$ cat config.mk
export PLATFORM = sky130hd
export DESIGN_NAME = uart_tx_arbiter
export DESIGN_NICKNAME = d
export VERILOG_FILES = /design/src/rtl/uart_tx_arbiter.sv
export SDC_FILE = /design/constraint.sdc
export NUM_CORES = 1
export LEC_CHECK = 0
export ABC_AREA = 1
export CELL_PAD_IN_SITES_DETAIL_PLACEMENT = 0
export CELL_PAD_IN_SITES_GLOBAL_PLACEMENT = 1
export CORE_ASPECT_RATIO = 0.5
export CORE_MARGIN = 2
export CORE_UTILIZATION = 37
export DETAILED_ROUTE_END_ITERATION = 16
export GPL_TIMING_DRIVEN = 1
export PLACE_DENSITY_LB_ADDON = 0.1
export SETUP_SLACK_MARGIN = 0.5
export SLEW_MARGIN = 10
export SYNTH_ARGS = -nofsm -noshare
export SYNTH_HDL_FRONTEND = slang
export SYNTH_SLANG_ARGS = --single-unit
$ cat constraint.sdc
create_clock -name clk -period 1.9 [get_ports clk]
set_clock_uncertainty 0.1 [all_clocks]
set_input_delay 0.475 -clock clk [delete_from_list [all_inputs] [get_ports clk]]
set_output_delay 0.475 -clock clk [all_outputs]
set_load 0.05 [all_outputs]
$ cat src/rtl/uart_tx_arbiter.sv
// Two byte sources share one uart_tx. Each source has a 1-deep holding register;
// a small FSM issues held bytes as single-cycle tx_en pulses and follows tx_busy.
module uart_tx_arbiter #(
    parameter int BUSY_TIMEOUT   = 16,
    parameter int FIXED_PRIORITY = 0
) (
    input  logic       clk,
    input  logic       rst,
    input  logic       req0_valid,
    input  logic [7:0] req0_data,
    output logic       req0_ready,
    input  logic       req1_valid,
    input  logic [7:0] req1_data,
    output logic       req1_ready,
    output logic [7:0] tx_data,
    output logic       tx_en,
    input  logic       tx_busy,
    output logic       grant_id,
    output logic       active,
    output logic       timeout_err
);
    localparam int CNT_W = (BUSY_TIMEOUT > 1) ? $clog2(BUSY_TIMEOUT) : 1;
    localparam logic [CNT_W-1:0] CNT_LAST = CNT_W'(BUSY_TIMEOUT - 1);

    typedef enum logic [1:0] {IDLE, ISSUE, WAIT_BUSY, WAIT_DONE} state_t;

    state_t           state, state_nxt;
    logic             held0, held1;
    logic [7:0]       buf0, buf1;
    logic             last;
    logic [CNT_W-1:0] cnt;
    logic             pick, winner, timeout_hit;

    always_comb begin
        state_nxt   = state;
        pick        = 1'b0;
        timeout_hit = 1'b0;
        // A lone holder wins outright; a tie goes against the previous grant
        winner = held1 & ~held0;
        if (held0 && held1)
            winner = (FIXED_PRIORITY != 0) ? 1'b0 : ~last;
        case (state)
            IDLE: begin
                if ((held0 || held1) && !tx_busy) begin
                    pick      = 1'b1;
                    state_nxt = ISSUE;
                end
            end
            ISSUE: state_nxt = WAIT_BUSY;
            WAIT_BUSY: begin
                if (tx_busy) begin
                    state_nxt = WAIT_DONE;
                end else if (cnt == CNT_LAST) begin
                    timeout_hit = 1'b1;
                    state_nxt   = IDLE;
                end
            end
            WAIT_DONE: begin
                if (!tx_busy)
                    state_nxt = IDLE;
            end
            default: state_nxt = IDLE;
        endcase
    end

    always_ff @(posedge clk or posedge rst) begin
        if (rst) begin
            state    <= IDLE;
            held0    <= 1'b0;
            held1    <= 1'b0;
            last     <= 1'b1;
            grant_id <= 1'b0;
            tx_data  <= 8'h00;
            cnt      <= '0;
        end else begin
            state <= state_nxt;
            if (pick) begin
                grant_id <= winner;
                last     <= winner;
                tx_data  <= winner ? buf1 : buf0;
            end
            if (state == ISSUE)
                cnt <= '0;
            else if (state == WAIT_BUSY && !tx_busy && !timeout_hit)
                cnt <= cnt + 1'b1;
            // The granted slot empties while its byte is being issued
            if (state == ISSUE && !grant_id)
                held0 <= 1'b0;
            else if (req0_valid && req0_ready)
                held0 <= 1'b1;
            if (state == ISSUE && grant_id)
                held1 <= 1'b0;
            else if (req1_valid && req1_ready)
                held1 <= 1'b1;
        end
    end

    always_ff @(posedge clk) begin
        if (req0_valid && req0_ready)
            buf0 <= req0_data;
        if (req1_valid && req1_ready)
            buf1 <= req1_data;
    end

    assign req0_ready  = ~held0;
    assign req1_ready  = ~held1;
    assign tx_en       = (state == ISSUE);
    assign active      = (state != IDLE);
    assign timeout_err = timeout_hit;

endmodule
==> results of run 1 <==
[placed cells by master, fill, tap and decap left out, drive strengths merged]
| master | count |
|---|---|
| inv | 11 |
| nand2 | 62 |
| buf | 40 |
| o21ai | 2 |
| or2 | 1 |
| nor2 | 9 |
| edfxtp | 16 |
| clkinvlp | 5 |
| dfrtp | 17 |
| nand4 | 2 |
| dlygate4sd2 | 1 |
| clkdlybuf4s50 | 19 |
| dfstp | 1 |
| clkbuf | 5 |
| ha | 1 |
| o211ai | 3 |
| o22ai | 1 |
| a21oi | 1 |
| clkinv | 2 |
| nand3 | 15 |
[report_power, final]
part	switching, mW	leakage [nW]	internal (mW)
clock network	0.260	0.0416	0.250
registers	0.162	0.362	1.01
logic	1.29	0.650	0.938
total	1.71	1.05	2.20
[final cells by class]
class / instances / area, µm²
sequential: 34 / 938
clock inverter: 3 / 16.3
multi-input combinational: 97 / 571
tap: 54 / 67.6
inverter: 15 / 71.3
fill: 339 / 1510
timing repair buffer: 60 / 606
clock buffer: 5 / 68.8
[worst max-delay path by stage]
stage	startpoint	to	slack, ns	cells past startpoint
global placement	tx_busy	timeout_err	-0.06	5
global route	state[1]	active	0.03	4
finish	state[1]	active	0.08	4
CTS	cnt[1]	timeout_err	0.09	4
floorplan	state[1]	timeout_err	0.38	4
detailed placement	tx_busy	timeout_err	-0.08	5
[routing by layer]
metal | vias up | part of all wire | wire [µm]
li1 | 618 | - | -
met1 | 562 | 0.45 | 1500
met2 | 21 | 0.50 | 1670
met3 | 4 | 0.040 | 132
met4 | 0 | 0.0075 | 25
met5 | - | 0 | 0
[sequential cells by signal (all words and copies together) (netlist names)]
name and cells:
buf0 8, buf1 8, cnt 4, grant_id 1, held0 1, held1 1
last 1, state 2, tx_data 8
[metrics by stage]
| step | worst slack (ns) | instances |
|---|---|---|
| floorplan | 0.376 | 145 |
| global placement | -0.0616 | 236 |
| detailed placement | -0.0765 | 236 |
| CTS | 0.0873 | 258 |
| global route | 0.0297 | 268 |
| finish | 0.0796 | 268 |
[Yosys cell counts (all sizes together)]
cell type  number  area (µm²)
nor2            8        58.8
a21oi           1        5.00
nand4           2        12.5
dfstp           1        26.3
nand3          15        80.1
o22ai           1        6.26
inv            15        56.3
dfrtp          17         425
o21ai           2        13.8
o211ai          2        20.0
ha              1        12.5
buf             1        7.51
or2             1        6.26
edfxtp         16         480
nand2          62         250
[cells by family (layout without fill, tap and decap cells)]
group           count (synthesis)  count (layout)  share of synthesized area
compound gates                  6               7                     0.0308
buf+inv                        16              83                     0.0437
flops                          34              34                      0.638
fa+ha+maj                       1               1                    0.00856
simple gates                   88              89                      0.279
[repair_timing]
| item | in CTS | in global routing |
|---|---|---|
| gates resized for setup | 18 | 10 |
| setup endpoints to repair | 38 | 33 |
| buffers inserted | 14 | 8 |
| pin swaps | 4 | 12 |
| cloned | 0 | 2 |
[worst min-delay path, delay by kind of cell (launching register included)]
| kind | cells | cell delay (ns) |
|---|---|---|
| flops | 1 | 0.38 |
| simple gates | 2 | 0.10 |
==> results.py, run 1 <==
metrics = {
    "worst_hold_path": {
        "worstHoldPathCells": 2,
        "hold_path_end": "last",
        "hold_path_class": "reg2reg",
        "min_from": "last",
    },
    "setup_path": {
        "cp_top_family": "buffers and inverters",
        "crit_fanout": 2,
        "end_kind": "output port",
        "rrSetupSlack_ns": 0.40,
        "critPathLaunchType": "flip-flop",
        "crit_arrival_ns": 1.25,
        "required_ns": 1.32,
        "slowest_delay_ns": 0.40,
        "r2r_end": "last",
        "regToRegStartpoint": "state[1]",
        "crit_type": "reg2out",
        "rr_worst_depth": 8,
        "cp_slowest_cell": "dfrtp_1",
        "critPathBufInv": 3,
        "crit_chain": "buf_6 > nor2_4 > clkinvlp_4 > buf_8",
    },
    "sta": {
        "tightest_slew_ns": 0.290,
        "holdWs_ns": 0.383,
        "fin_crit_sh": 0.958,
        "final-hold-violation-count": 0,
        "slew_violations": 0,
        "fin_crit_ns": 1.82,
        "rsz0062_at_grt": "yes",
        "slew_headroom": 0.806,
        "fin_setup_tns_ns": 0,
        "setup_viol": 0,
        "fmax_mhz": 549,
    },
    "global_routing": {
        "grt_use_met3": 0.0514,
        "grtUsageTotal": 0.159,
        "grt_pass1_vias": 1151,
        "grt_pass1_wl_um": 5380,
        "grt_max_degree": 19,
        "antenna_found_initial": 0,
        "grt_overflow": 0,
        "grt_util_met1": 0.201,
        "grt.busiest_layer": "met2",
        "grtUsageMet2": 0.262,
    },
    "die": {
        "row_count": 16,
        "die_area_um2": 4500,
        "start_util": 0.380,
        "io_pins": 35,
        "die_h_um": 48.4,
        "coreArea_um2": 3840,
        "die_w_um": 92.9,
    },
    "placement": {
        "gp_congestion": 0.707,
        "post_dp_cell_area_um2": 1970,
        "dp_hpwl_um": 2020,
        "port_buffers": 34,
    },
    "synth": {
        "syn_avg_cell_area_um2": 10.1,
        "yosysSeqAreaShare": 0.638,
        "syn_area_um2": 1460,
        "syn-num-nets": 167,
        "synth_warnings": 0,
        "syn_inst": 145,
        "ys_ff_latch": 34,
        "synth_cell_types": 24,
    },
    "routing": {
        "wl_um": 3330,
        "first_iter_violations": 56,
        "drc": 0,
        "wl_per_cell_um": 12.4,
        "firstDrtPassIters": 4,
        "dr_total_vias": 1205,
        "viasPerCell": 4.50,
        "drtAntennaViolNets": 0,
    },
    "cts": {
        "clkLatencyLatePin_ns": 0.28,
        "cts-htree-levels": 2,
        "cts_buffers": 5,
        "clock_path_buffers": 2,
        "holdBufCountCts": 0,
        "clkTransAtPathRegs_ns": 0.07,
        "ctsRootBufferMaster": "clkbuf_8",
        "cts_sinks": 34,
        "tritoncts": "done",
    },
    "power_and_ir_drop": {
        "ir_drop_mv": 0.511,
        "p_per_area_nw_per_um2": 1670,
        "p_total_mw": 3.91,
        "leakage_nw": 1.05,
    },
    "run_status": {
        "status": "finished, final reports clean",
    },
    "job": {
        "maxCapViolCount": 0,
    },
    "layout": {
        "final_area_um2": 2340,
        "final_util": 0.608,
        "fin_nets": 235,
        "antennaDiodeCount": 0,
        "drive_gt1_frac": 0.383,
        "syn2layout_area_growth_pct": 60.0,
    },
}
(Power assumes the default switching activity.)
==> run 2: changes to the inputs <==
TNS_END_PERCENT = 30   (was default)
==> run 2 against run 1 <==
Flip-flop and latch count did not move. Largest power group unchanged. Highest routed layer unchanged. Combinational power fell by 11%. Critical endpoint is now timeout_err. Clock-buffer cell count up 2. Register-to-register slack improved by 0.15 ns. Largest cell class unchanged. Global-route usage down 0.99 points. Clock power up 4.7%.
==> results.py, run 2 (same netlist as run 1, synthesis figures left out) <==
metrics = {
    "cts": {
        "clkLatencyLatePin_ns": 0.28,
        "cts_sinks": 34,
        "holdBufCountCts": 0,
        "cts-htree-levels": 2,
        "clkTransAtPathRegs_ns": 0.07,
        "cts_buffers": 5,
        "ctsRootBufferMaster": "clkbuf_8",
        "clock_path_buffers": 2,
        "tritoncts": "done",
    },
    "power_and_ir_drop": {
        "leakage_nw": 1.02,
        "p_sw_mw": 1.58,
        "clock_power_share": 0.144,
        "seq_power_share": 0.320,
        "p_per_area_nw_per_um2": 1660,
        "p_int_mw": 2.12,
        "pwr-share-comb": 0.535,
        "ir_drop_mv": 0.772,
        "switching_share": 0.428,
    },
    "layout": {
        "antennaDiodeCount": 0,
        "syn2layout_area_growth_pct": 52.4,
        "layoutNonFillerInstCount": 260,
        "reg_top3": "buf0: 8 flops, buf1: 8 flops, tx_data: 8 flops",
        "final_area_um2": 2230,
        "final_common_cell": "nand2_1",
        "fin_nets": 227,
        "final_cell_mix": "nand2_1 (57), buf_4 (23), clkdlybuf4s50_1 (19)",
        "final_util": 0.579,
        "drive_gt1_frac": 0.330,
    },
    "global_routing": {
        "grt_pass1_vias": 1096,
        "grt_overflow": 0,
        "grt_pass1_wl_um": 5020,
        "grt_max_degree": 19,
        "antenna_found_initial": 0,
        "grtUsageTotal": 0.149,
    },
    "placement": {
        "dp.cells": 237,
        "port_buffers": 34,
        "dp_hpwl_um": 2020,
        "gp_congestion": 0.665,
        "post_dp_cell_area_um2": 1980,
    },
    "worst_hold_path": {
        "hold_path_class": "reg2reg",
    },
    "sta": {
        "tightest_slew_ns": 0.331,
        "slew_headroom": 0.778,
        "final-hold-violation-count": 0,
        "fmax_mhz": 561,
        "slew_violations": 0,
        "rsz0062_at_grt": "yes",
        "fin_crit_ns": 1.78,
        "setup_viol": 0,
        "fin_crit_sh": 0.938,
    },
    "setup_path": {
        "cp_slowest_cell": "dfrtp_1",
        "crit_arrival_ns": 1.21,
        "end_kind": "output port",
        "slowest_delay_ns": 0.39,
        "critPathBufInv": 1,
        "required_ns": 1.32,
        "critPathLaunchType": "flip-flop",
        "crit_fanout": 3,
        "crit_type": "reg2out",
        "cp_top_family": "flip-flops",
        "crit_chain": "ha_4 > nand3_4 > nor2_4 > buf_12",
    },
    "routing": {
        "drtAntennaViolNets": 0,
        "wl_per_cell_um": 11.1,
        "first_iter_violations": 44,
        "firstDrtPassIters": 4,
        "dr_total_vias": 1135,
        "wl_um": 2890,
        "drc": 0,
        "viasPerCell": 4.37,
    },
    "die": {
        "start_util": 0.380,
        "coreArea_um2": 3840,
        "die_area_um2": 4500,
        "row_count": 16,
        "die_w_um": 92.9,
        "io_pins": 35,
        "die_h_um": 48.4,
    },
    "run_status": {
        "status": "finished, final reports clean",
    },
    "job": {
        "maxCapViolCount": 0,
    },
}
## run 2: routing by layer
metal	vias up	global-route usage	wire, µm
met1	521	0.174	1270
li1	589	-	-
met5	-	0	0
met2	21	0.254	1440
met3	4	0.0530	145
met4	0	0.0588	32
## run 2: stage by stage
| step | setup WS (ns) | setup TNS, ns | hold slack [ns] | total power, mW |
|---|---|---|---|---|
| final | 0.117 | 0 | 0.373 | 3.70 |
| after global routing | 0.0473 | 0 | 0.408 | 3.95 |
| after global placement | -0.0611 | -0.0611 | 0.357 | 2.85 |
| after floorplan | 0.375 | 0 | 0.313 | 2.31 |
| after CTS | 0.0940 | 0 | 0.377 | 3.55 |
| after detailed placement | -0.0678 | -0.0678 | 0.360 | 2.89 |
## run 2: cell type report
| type | count | area (µm²) |
|---|---|---|
| sequential | 34 | 937 |
| inverter | 15 | 70.1 |
| clock inverter | 1 | 5.00 |
| multi-input combinational | 95 | 522 |
| timing repair buffer | 54 | 539 |
| fill | 365 | 1620 |
| clock buffer | 7 | 86.3 |
| tap | 54 | 67.6 |
## run 2: worst register-to-register path: stages, from the launching register on
cell	delay (ns)
dfrtp_2	0.43
buf_4	0.21
o21ai_2	0.28
nor2_8	0.09
nand2_1	0.08
nand2_1	0.05
## run 2: power groups by stage
stage / clock, mW / combinational [mW] / sequential, mW
after floorplan: 0 / 0.814 / 1.49
after global placement: 0 / 1.61 / 1.25
after detailed placement: 0 / 1.63 / 1.26
after CTS: 0.546 / 1.82 / 1.18
after global routing: 0.591 / 2.15 / 1.21
final: 0.534 / 1.98 / 1.19
## run 2: path summary, 6_finish.rpt
check / slack, ns / cells after the start / to / start
setup / recovery: 0.12 / 4 / timeout_err / cnt[1]
hold / removal: 0.37 / 2 / tx_data[1] / tx_data[1]
setup reg to reg: 0.55 / 5 / tx_data[5] / held1
hold reg to reg: 0.37 / 2 / tx_data[1] / tx_data[1]
max in group asynchronous: 1.04 / 3 / last / rst
min in group asynchronous: 0.40 / 3 / tx_data[1] / rst
## run 2: timing repair
action                     CTS  global route
buffers inserted             6             9
setup endpoints to repair   30            37
pin swaps                    2             2
gates resized for setup      7             7
